File: src/rtl/smart_led_word_decoder_pwm.sv
// smart_led_word_decoder_pwm
// Consumes the 32-bit parity-protected shift-in word of the smart-LED node,
// stages three 10-bit colour channels and drives three PWM outputs from one
// shared, prescaled 10-bit period counter. Staged colours move to the active
// duty registers only at a period boundary, so a period never mixes two duties.
//
// Optional feature: define SMART_LED_ERR_COUNT_EN to add the saturating
// parity-error counter output err_count[7:0].

module smart_led_word_decoder_pwm #(
   parameter int unsigned PRESCALE = 4   // clk cycles per PWM count step, 1..255
) (
   input  logic        clk,
   input  logic        rst_n,
   input  logic [31:0] word_in,
   input  logic        word_valid,
   output logic        pwm_r,
   output logic        pwm_g,
   output logic        pwm_b,
   output logic        word_accepted,
   output logic        parity_err,
   output logic        period_start
`ifdef SMART_LED_ERR_COUNT_EN
   ,
   output logic [7:0]  err_count
`endif
);

   // Terminal prescaler value; the period counter steps when it is reached.
   localparam logic [7:0] PRESCALE_MAX = 8'(PRESCALE - 1);

   // Even parity over the whole word: good iff the XOR of all bits is zero.
   function automatic logic parity_ok(input logic [31:0] w);
      return ~(^w);
   endfunction

   // Saturating increment used by the error counter.
   function automatic logic [7:0] sat_inc8(input logic [7:0] v);
      logic [7:0] r;
      if (v == 8'hFF) begin
         r = v;
      end else begin
         r = v + 8'd1;
      end
      return r;
   endfunction

   // ------------------------------------------------------------------
   // State
   // ------------------------------------------------------------------
   logic [7:0] presc_r;
   logic [9:0] cnt_r;
   logic [9:0] stage_red_r, stage_grn_r, stage_blu_r;
   logic [9:0] act_red_r,   act_grn_r,   act_blu_r;
   logic       pwm_red_r,   pwm_grn_r,   pwm_blu_r;
   logic       accepted_r;
   logic       perr_r;

   // ------------------------------------------------------------------
   // Combinational decode
   // ------------------------------------------------------------------
   logic       presc_wrap_s;
   logic       period_hit_s;
   logic       word_good_s;
   logic       accept_s;
   logic       reject_s;
   logic [9:0] eff_red_s, eff_grn_s, eff_blu_s;

   // Prescaler wrap and period boundary decode from the current count state.
   always_comb begin
      presc_wrap_s = (presc_r == PRESCALE_MAX);
      period_hit_s = (cnt_r == 10'd0) && (presc_r == 8'd0);
   end

   // Word classification: accepted needs good parity and the use flag set;
   // any bad-parity word is rejected regardless of the use flag.
   always_comb begin
      word_good_s = parity_ok(word_in);
      if (word_valid) begin
         accept_s = word_good_s & word_in[30];
         reject_s = ~word_good_s;
      end else begin
         accept_s = 1'b0;
         reject_s = 1'b0;
      end
   end

   // Duty the counter is compared against: at a period boundary the active
   // registers are about to take the staged value, so compare against that
   // value directly and the whole new period is rendered with the new duty.
   always_comb begin
      if (period_hit_s) begin
         eff_red_s = stage_red_r;
         eff_grn_s = stage_grn_r;
         eff_blu_s = stage_blu_r;
      end else begin
         eff_red_s = act_red_r;
         eff_grn_s = act_grn_r;
         eff_blu_s = act_blu_r;
      end
   end

   // ------------------------------------------------------------------
   // Sequential logic
   // ------------------------------------------------------------------

   // Prescaler and period counter; the 10-bit counter wraps 1023 -> 0 naturally.
   always_ff @(posedge clk or negedge rst_n) begin
      if (!rst_n) begin
         presc_r <= 8'd0;
         cnt_r   <= 10'd0;
      end else if (presc_wrap_s) begin
         presc_r <= 8'd0;
         cnt_r   <= cnt_r + 10'd1;
      end else begin
         presc_r <= presc_r + 8'd1;
         cnt_r   <= cnt_r;
      end
   end

   // Staging registers: written by every accepted word, last one wins.
   always_ff @(posedge clk or negedge rst_n) begin
      if (!rst_n) begin
         stage_red_r <= 10'd0;
         stage_grn_r <= 10'd0;
         stage_blu_r <= 10'd0;
      end else if (accept_s) begin
         stage_red_r <= word_in[9:0];
         stage_grn_r <= word_in[19:10];
         stage_blu_r <= word_in[29:20];
      end else begin
         stage_red_r <= stage_red_r;
         stage_grn_r <= stage_grn_r;
         stage_blu_r <= stage_blu_r;
      end
   end

   // Active duty load at the period boundary; a word staged in the same
   // cycle is not yet visible here and lands one period later.
   always_ff @(posedge clk or negedge rst_n) begin
      if (!rst_n) begin
         act_red_r <= 10'd0;
         act_grn_r <= 10'd0;
         act_blu_r <= 10'd0;
      end else if (period_hit_s) begin
         act_red_r <= stage_red_r;
         act_grn_r <= stage_grn_r;
         act_blu_r <= stage_blu_r;
      end else begin
         act_red_r <= act_red_r;
         act_grn_r <= act_grn_r;
         act_blu_r <= act_blu_r;
      end
   end

   // Registered PWM compare, one clk behind the counter.
   always_ff @(posedge clk or negedge rst_n) begin
      if (!rst_n) begin
         pwm_red_r <= 1'b0;
         pwm_grn_r <= 1'b0;
         pwm_blu_r <= 1'b0;
      end else begin
         pwm_red_r <= (cnt_r < eff_red_s);
         pwm_grn_r <= (cnt_r < eff_grn_s);
         pwm_blu_r <= (cnt_r < eff_blu_s);
      end
   end

   // Status pulses for the cycle after the word strobe; exclusive by construction.
   always_ff @(posedge clk or negedge rst_n) begin
      if (!rst_n) begin
         accepted_r <= 1'b0;
         perr_r     <= 1'b0;
      end else begin
         accepted_r <= accept_s;
         perr_r     <= reject_s;
      end
   end

`ifdef SMART_LED_ERR_COUNT_EN
   logic [7:0] err_cnt_r;

   // Saturating parity-error count, stepping on the edge that raises parity_err.
   always_ff @(posedge clk or negedge rst_n) begin
      if (!rst_n) begin
         err_cnt_r <= 8'd0;
      end else if (reject_s) begin
         err_cnt_r <= sat_inc8(err_cnt_r);
      end else begin
         err_cnt_r <= err_cnt_r;
      end
   end

   assign err_count = err_cnt_r;
`endif

   // ------------------------------------------------------------------
   // Outputs
   // ------------------------------------------------------------------
   assign pwm_r         = pwm_red_r;
   assign pwm_g         = pwm_grn_r;
   assign pwm_b         = pwm_blu_r;
   assign word_accepted = accepted_r;
   assign parity_err    = perr_r;
   // The boundary is a state decode, so it is high in the very first clk after
   // reset release; gating with rst_n keeps it low while reset is held.
   assign period_start  = period_hit_s & rst_n;

endmodule

File: config.mk
export PLATFORM = sky130hd
export DESIGN_NAME = smart_led_word_decoder_pwm
export DESIGN_NICKNAME = d
export VERILOG_FILES = /design/src/rtl/smart_led_word_decoder_pwm.sv
export SDC_FILE = /design/constraint.sdc
export NUM_CORES = 1
export LEC_CHECK = 0
export CAP_MARGIN = 40
export CORE_UTILIZATION = 25
export CTS_CLUSTER_DIAMETER = 40
export DETAILED_ROUTE_END_ITERATION = 7
export MAX_ROUTING_LAYER = met4
export SLEW_MARGIN = 20
export SYNTH_ARGS = -nofsm -noshare
export SYNTH_HDL_FRONTEND = slang
export SYNTH_SLANG_ARGS = --single-unit
File: constraint.sdc
create_clock -name clk -period 2.9 [get_ports clk]
set_clock_uncertainty 0.15 [all_clocks]
set_input_delay 0.435 -clock clk [delete_from_list [all_inputs] [get_ports clk]]
set_output_delay 0.435 -clock clk [all_outputs]
set_load 0.01 [all_outputs]
==> impl_metrics.toml <==
[status]
outcome = "finished, violations left"
violations = "negative setup slack"

[synthesis]
synth-compound-area-share_pct = 3.75
synth_nets = 402
synthCells = 336
synth_top_family_by_area = "multiplexers"
ys_seq_area_share_pct = 49.8
ys.flop_type = "dfrtp_1"
synth-edff-count = 0
synth_xor_area_share_pct = 9.46
synth_warnings = 0
muxShareOfSynthArea_pct = 15.8
syn_area_per_cell_um2 = 12.4
async_flop_share_pct = 100
synth_seq_cells = 83
synth-adder-area-share_pct = 9.31
syn_area_um2 = 4170
netlist-cell-type-count = 36
synth_simple_gate_area_share_pct = 7.33

[critical_path]
critical_path_class = "reg2reg"
path_depth = 11
worstPathArrival_ns = 3.12
crit_slowest_cell = "or4_4"
worstSetupEndpointType = "flop"
critical_path.most_common_cell = "a21o_1"
worst-path-buf-inv = 1
crit_end = "pwm_b$_DFF_PN0_"
crit_family = "simple AND/OR/NAND/NOR gates"
crit_fanout = 6
r2r_slack_ns = -0.10
crit_chain = "or4_4, nor3_4, and3_4, buf_8, mux2i_4, ha_4, a21o_1, a21o_1, a21oi_2, nor2_1, and4bb_2"
worstPathRequired_ns = 3.02
r2r-start = "presc_r[2]$_DFF_PN0_"
critPathMaxStageDelay_ns = 0.56
reg2reg_depth = 11
reg2reg_to = "pwm_b$_DFF_PN0_"
setup.worst_path.start_class = "flop"
crit_start = "presc_r[2]$_DFF_PN0_"

[power_and_ir_drop]
pwr-share-seq_pct = 42.7
switchingPower_mw = 1.13
internal-power_mw = 2.89
ir_worst_vdd_uv = 322
combPwrFrac_pct = 30.3
p_leak_nw = 2.60
clockPowerShare_pct = 27.0
power_mw = 4.02
swShare_pct = 28.1
powerDensity_nw_per_um2 = 702

[clock_network]
cts_root_buf = "clkbuf_16"
cts_hold_buf = 0
clock_latency_ns = 0.34
h-tree-depth = 3
cts_made_buffers = 9
numClockSinks = 83
cts_tree = "done"
cts_buffer_depth = 2
path_clk_slew_ns = 0.06

[route]
ant_nets = 0
routed_wl_um = 8800
dr.pass1.iters = 4
wl_per_cell_um = 13.6
drt_iter0_drc = 95
routed_via_density = 4.12
drc = 0
num_vias = 2667

[floorplanning]
start_util_pct = 25.9
die_w_um = 131
rows = 46
die-area_um2 = 17200
boundaryPins = 41
core_um2 = 16100
die_h_um = 131

[sta]
min_period_ns = 3.00
fin_crit_sh_pct = 103
setup_viol = 3
drv_slew = 0
slew-limit-headroom_pct = 60.2
hold_viol_final = 0
worst_pin_slew_ns = 0.598
max_freq_mhz = 333
layout_setup_ws_ns = -0.100
whs_ns = 0.0405
rsz0062_at_grt = "true"

[run]
drv_cap = 0

[grt]
grt_use_met3_pct = 2.64
met1_usage_pct = 13.8
grt_busiest_layer = "met2"
grt_pass1_wl_um = 14600
grt_max_degree = 47
grtUsageTotal_pct = 11.9
grt-ovfl-total = 0
met2_usage_pct = 19.8
antenna_found_initial = 0
grt_pass1_vias = 2944

[final_layout]
fillers = 1548
antennaDiodeCount = 0
synthToLayoutAreaGrowth_pct = 37.6
layout-drive-gt1-share_pct = 31.0
nets = 494

[hold_path]
hold_class = "in2async"

[place]
preCtsSetupSlack_ns = -0.201
place_hpwl_um = 6430
gp_congestion = 0.793
portBuffers = 40
-- cell usage after synthesis (all sizes together) (2+ instances only) --
| library cell | count | area, um2 |
|---|---|---|
| ha | 31 | 388 |
| a21boi | 3 | 26.3 |
| nor2 | 7 | 26.3 |
| xor2 | 5 | 43.8 |
| o211ai | 2 | 20.0 |
| and2 | 3 | 18.8 |
| nand4 | 7 | 43.8 |
| nor3 | 2 | 20.0 |
| nor2b | 4 | 25.0 |
| a21oi | 8 | 40.0 |
| dfrtp | 83 | 2080 |
| xnor2 | 40 | 350 |
| nand2 | 6 | 22.5 |
| nand3 | 7 | 35.0 |
| and3 | 4 | 25.0 |
| a21o | 4 | 30.0 |
| or4 | 2 | 18.8 |
| buf | 8 | 62.6 |
| inv | 33 | 124 |
| mux2 | 36 | 409 |
| nand2b | 3 | 18.8 |
| o21ai | 6 | 30.0 |
| mux2i | 25 | 250 |
-- registers in the layout, summed over array words and instances (netlist names) --
signal	flops
act_blu_r	10
pwm_g	1
parity_err	1
act_red_r	10
pwm_r	1
act_grn_r	10
stage_red_r	10
cnt_r	10
pwm_b	1
presc_r	8
stage_blu_r	10
word_accepted	1
stage_grn_r	10
-- stage by stage --
| step | instances | TNS, ns | utilization, % | cell area (um2) |
|---|---|---|---|---|
| 2_1_floorplan | 336 | -0.440 | - | 4180 |
| 3_3_place_gp | 619 | -4.14 | 31.4 | 5050 |
| 3_5_place_dp | 620 | -5.01 | 31.6 | 5070 |
| 4_1_cts | 643 | -0.171 | 34.6 | 5550 |
| 5_1_grt | 648 | -0.653 | 35.7 | 5730 |
| 6_report | 648 | -0.251 | 35.7 | 5730 |
-- logic make-up (layout without fill, tap and decap cells) --
group / Yosys count / after routing
flops: 83 / 83
simple gates: 51 / 51
mux: 61 / 61
xor+xnor: 45 / 45
compound gates: 24 / 24
fa+ha+maj: 31 / 31
buf+inv: 41 / 137
-- area by class of cell --
| type | count | area [um2] | area share [%] |
|---|---|---|---|
| Tap cell | 216 | 270 | 4.72 |
| Sequential cell | 83 | 2080 | 36.2 |
| Multi-Input combinational cell | 212 | 2130 | 37.2 |
| Inverter | 33 | 124 | 2.16 |
| Timing Repair Buffer | 89 | 850 | 14.8 |
| Clock inverter | 3 | 40.0 | 0.699 |
| Clock buffer | 12 | 236 | 4.13 |
-- cell usage in the layout (no fill, tap or decap), drive strengths merged, types with 8 or more instances in the layout --
| cell type | synthesis | layout |
|---|---|---|
| dfrtp | 83 | 83 |
| buf | 8 | 50 |
| xnor2 | 40 | 40 |
| clkdlybuf4s50 | 0 | 38 |
| mux2 | 36 | 36 |
| inv | 33 | 33 |
| ha | 31 | 31 |
| mux2i | 25 | 25 |
| clkbuf | 0 | 13 |
| a21oi | 8 | 8 |
-- repair_timing --
item,in CTS,in global routing
hold endpoints to repair,0,0
gates resized for setup,28,24
cloned,1,0
endpoints found under the setup margin,4,4
buffers inserted,7,5
pin swaps,10,10
-- worst min-delay path by stage --
stage / startpoint / to / slack [ns]
2_1_floorplan: rst_n / act_blu_r[0]$_DFF_PN0_ / -0.01
3_3_place_gp: act_grn_r[8]$_DFF_PN0_ / act_grn_r[8]$_DFF_PN0_ / 0.32
3_5_place_dp: act_blu_r[1]$_DFF_PN0_ / act_blu_r[1]$_DFF_PN0_ / 0.33
4_1_cts: rst_n / presc_r[1]$_DFF_PN0_ / 0.07
5_1_grt: rst_n / presc_r[4]$_DFF_PN0_ / 0.10
6_report: rst_n / presc_r[4]$_DFF_PN0_ / 0.04
-- per-layer routing --
layer	vias to the layer above	share of wire [%]
met5	-	0
met4	0	1.6
met3	12	3.5
met2	37	50
met1	1290	45
li1	1328	-
-- power groups by stage --
| stage | Clock (mW) | Combinational, mW | Sequential (mW) |
|---|---|---|---|
| 2_1_floorplan | 0 | 0.771 | 1.64 |
| 3_3_place_gp | 0 | 1.10 | 1.67 |
| 3_5_place_dp | 0 | 1.14 | 1.68 |
| 4_1_cts | 1.11 | 1.19 | 1.69 |
| 5_1_grt | 1.17 | 1.35 | 1.75 |
| 6_report | 1.09 | 1.22 | 1.72 |
Power figures use the tool's default switching activity.
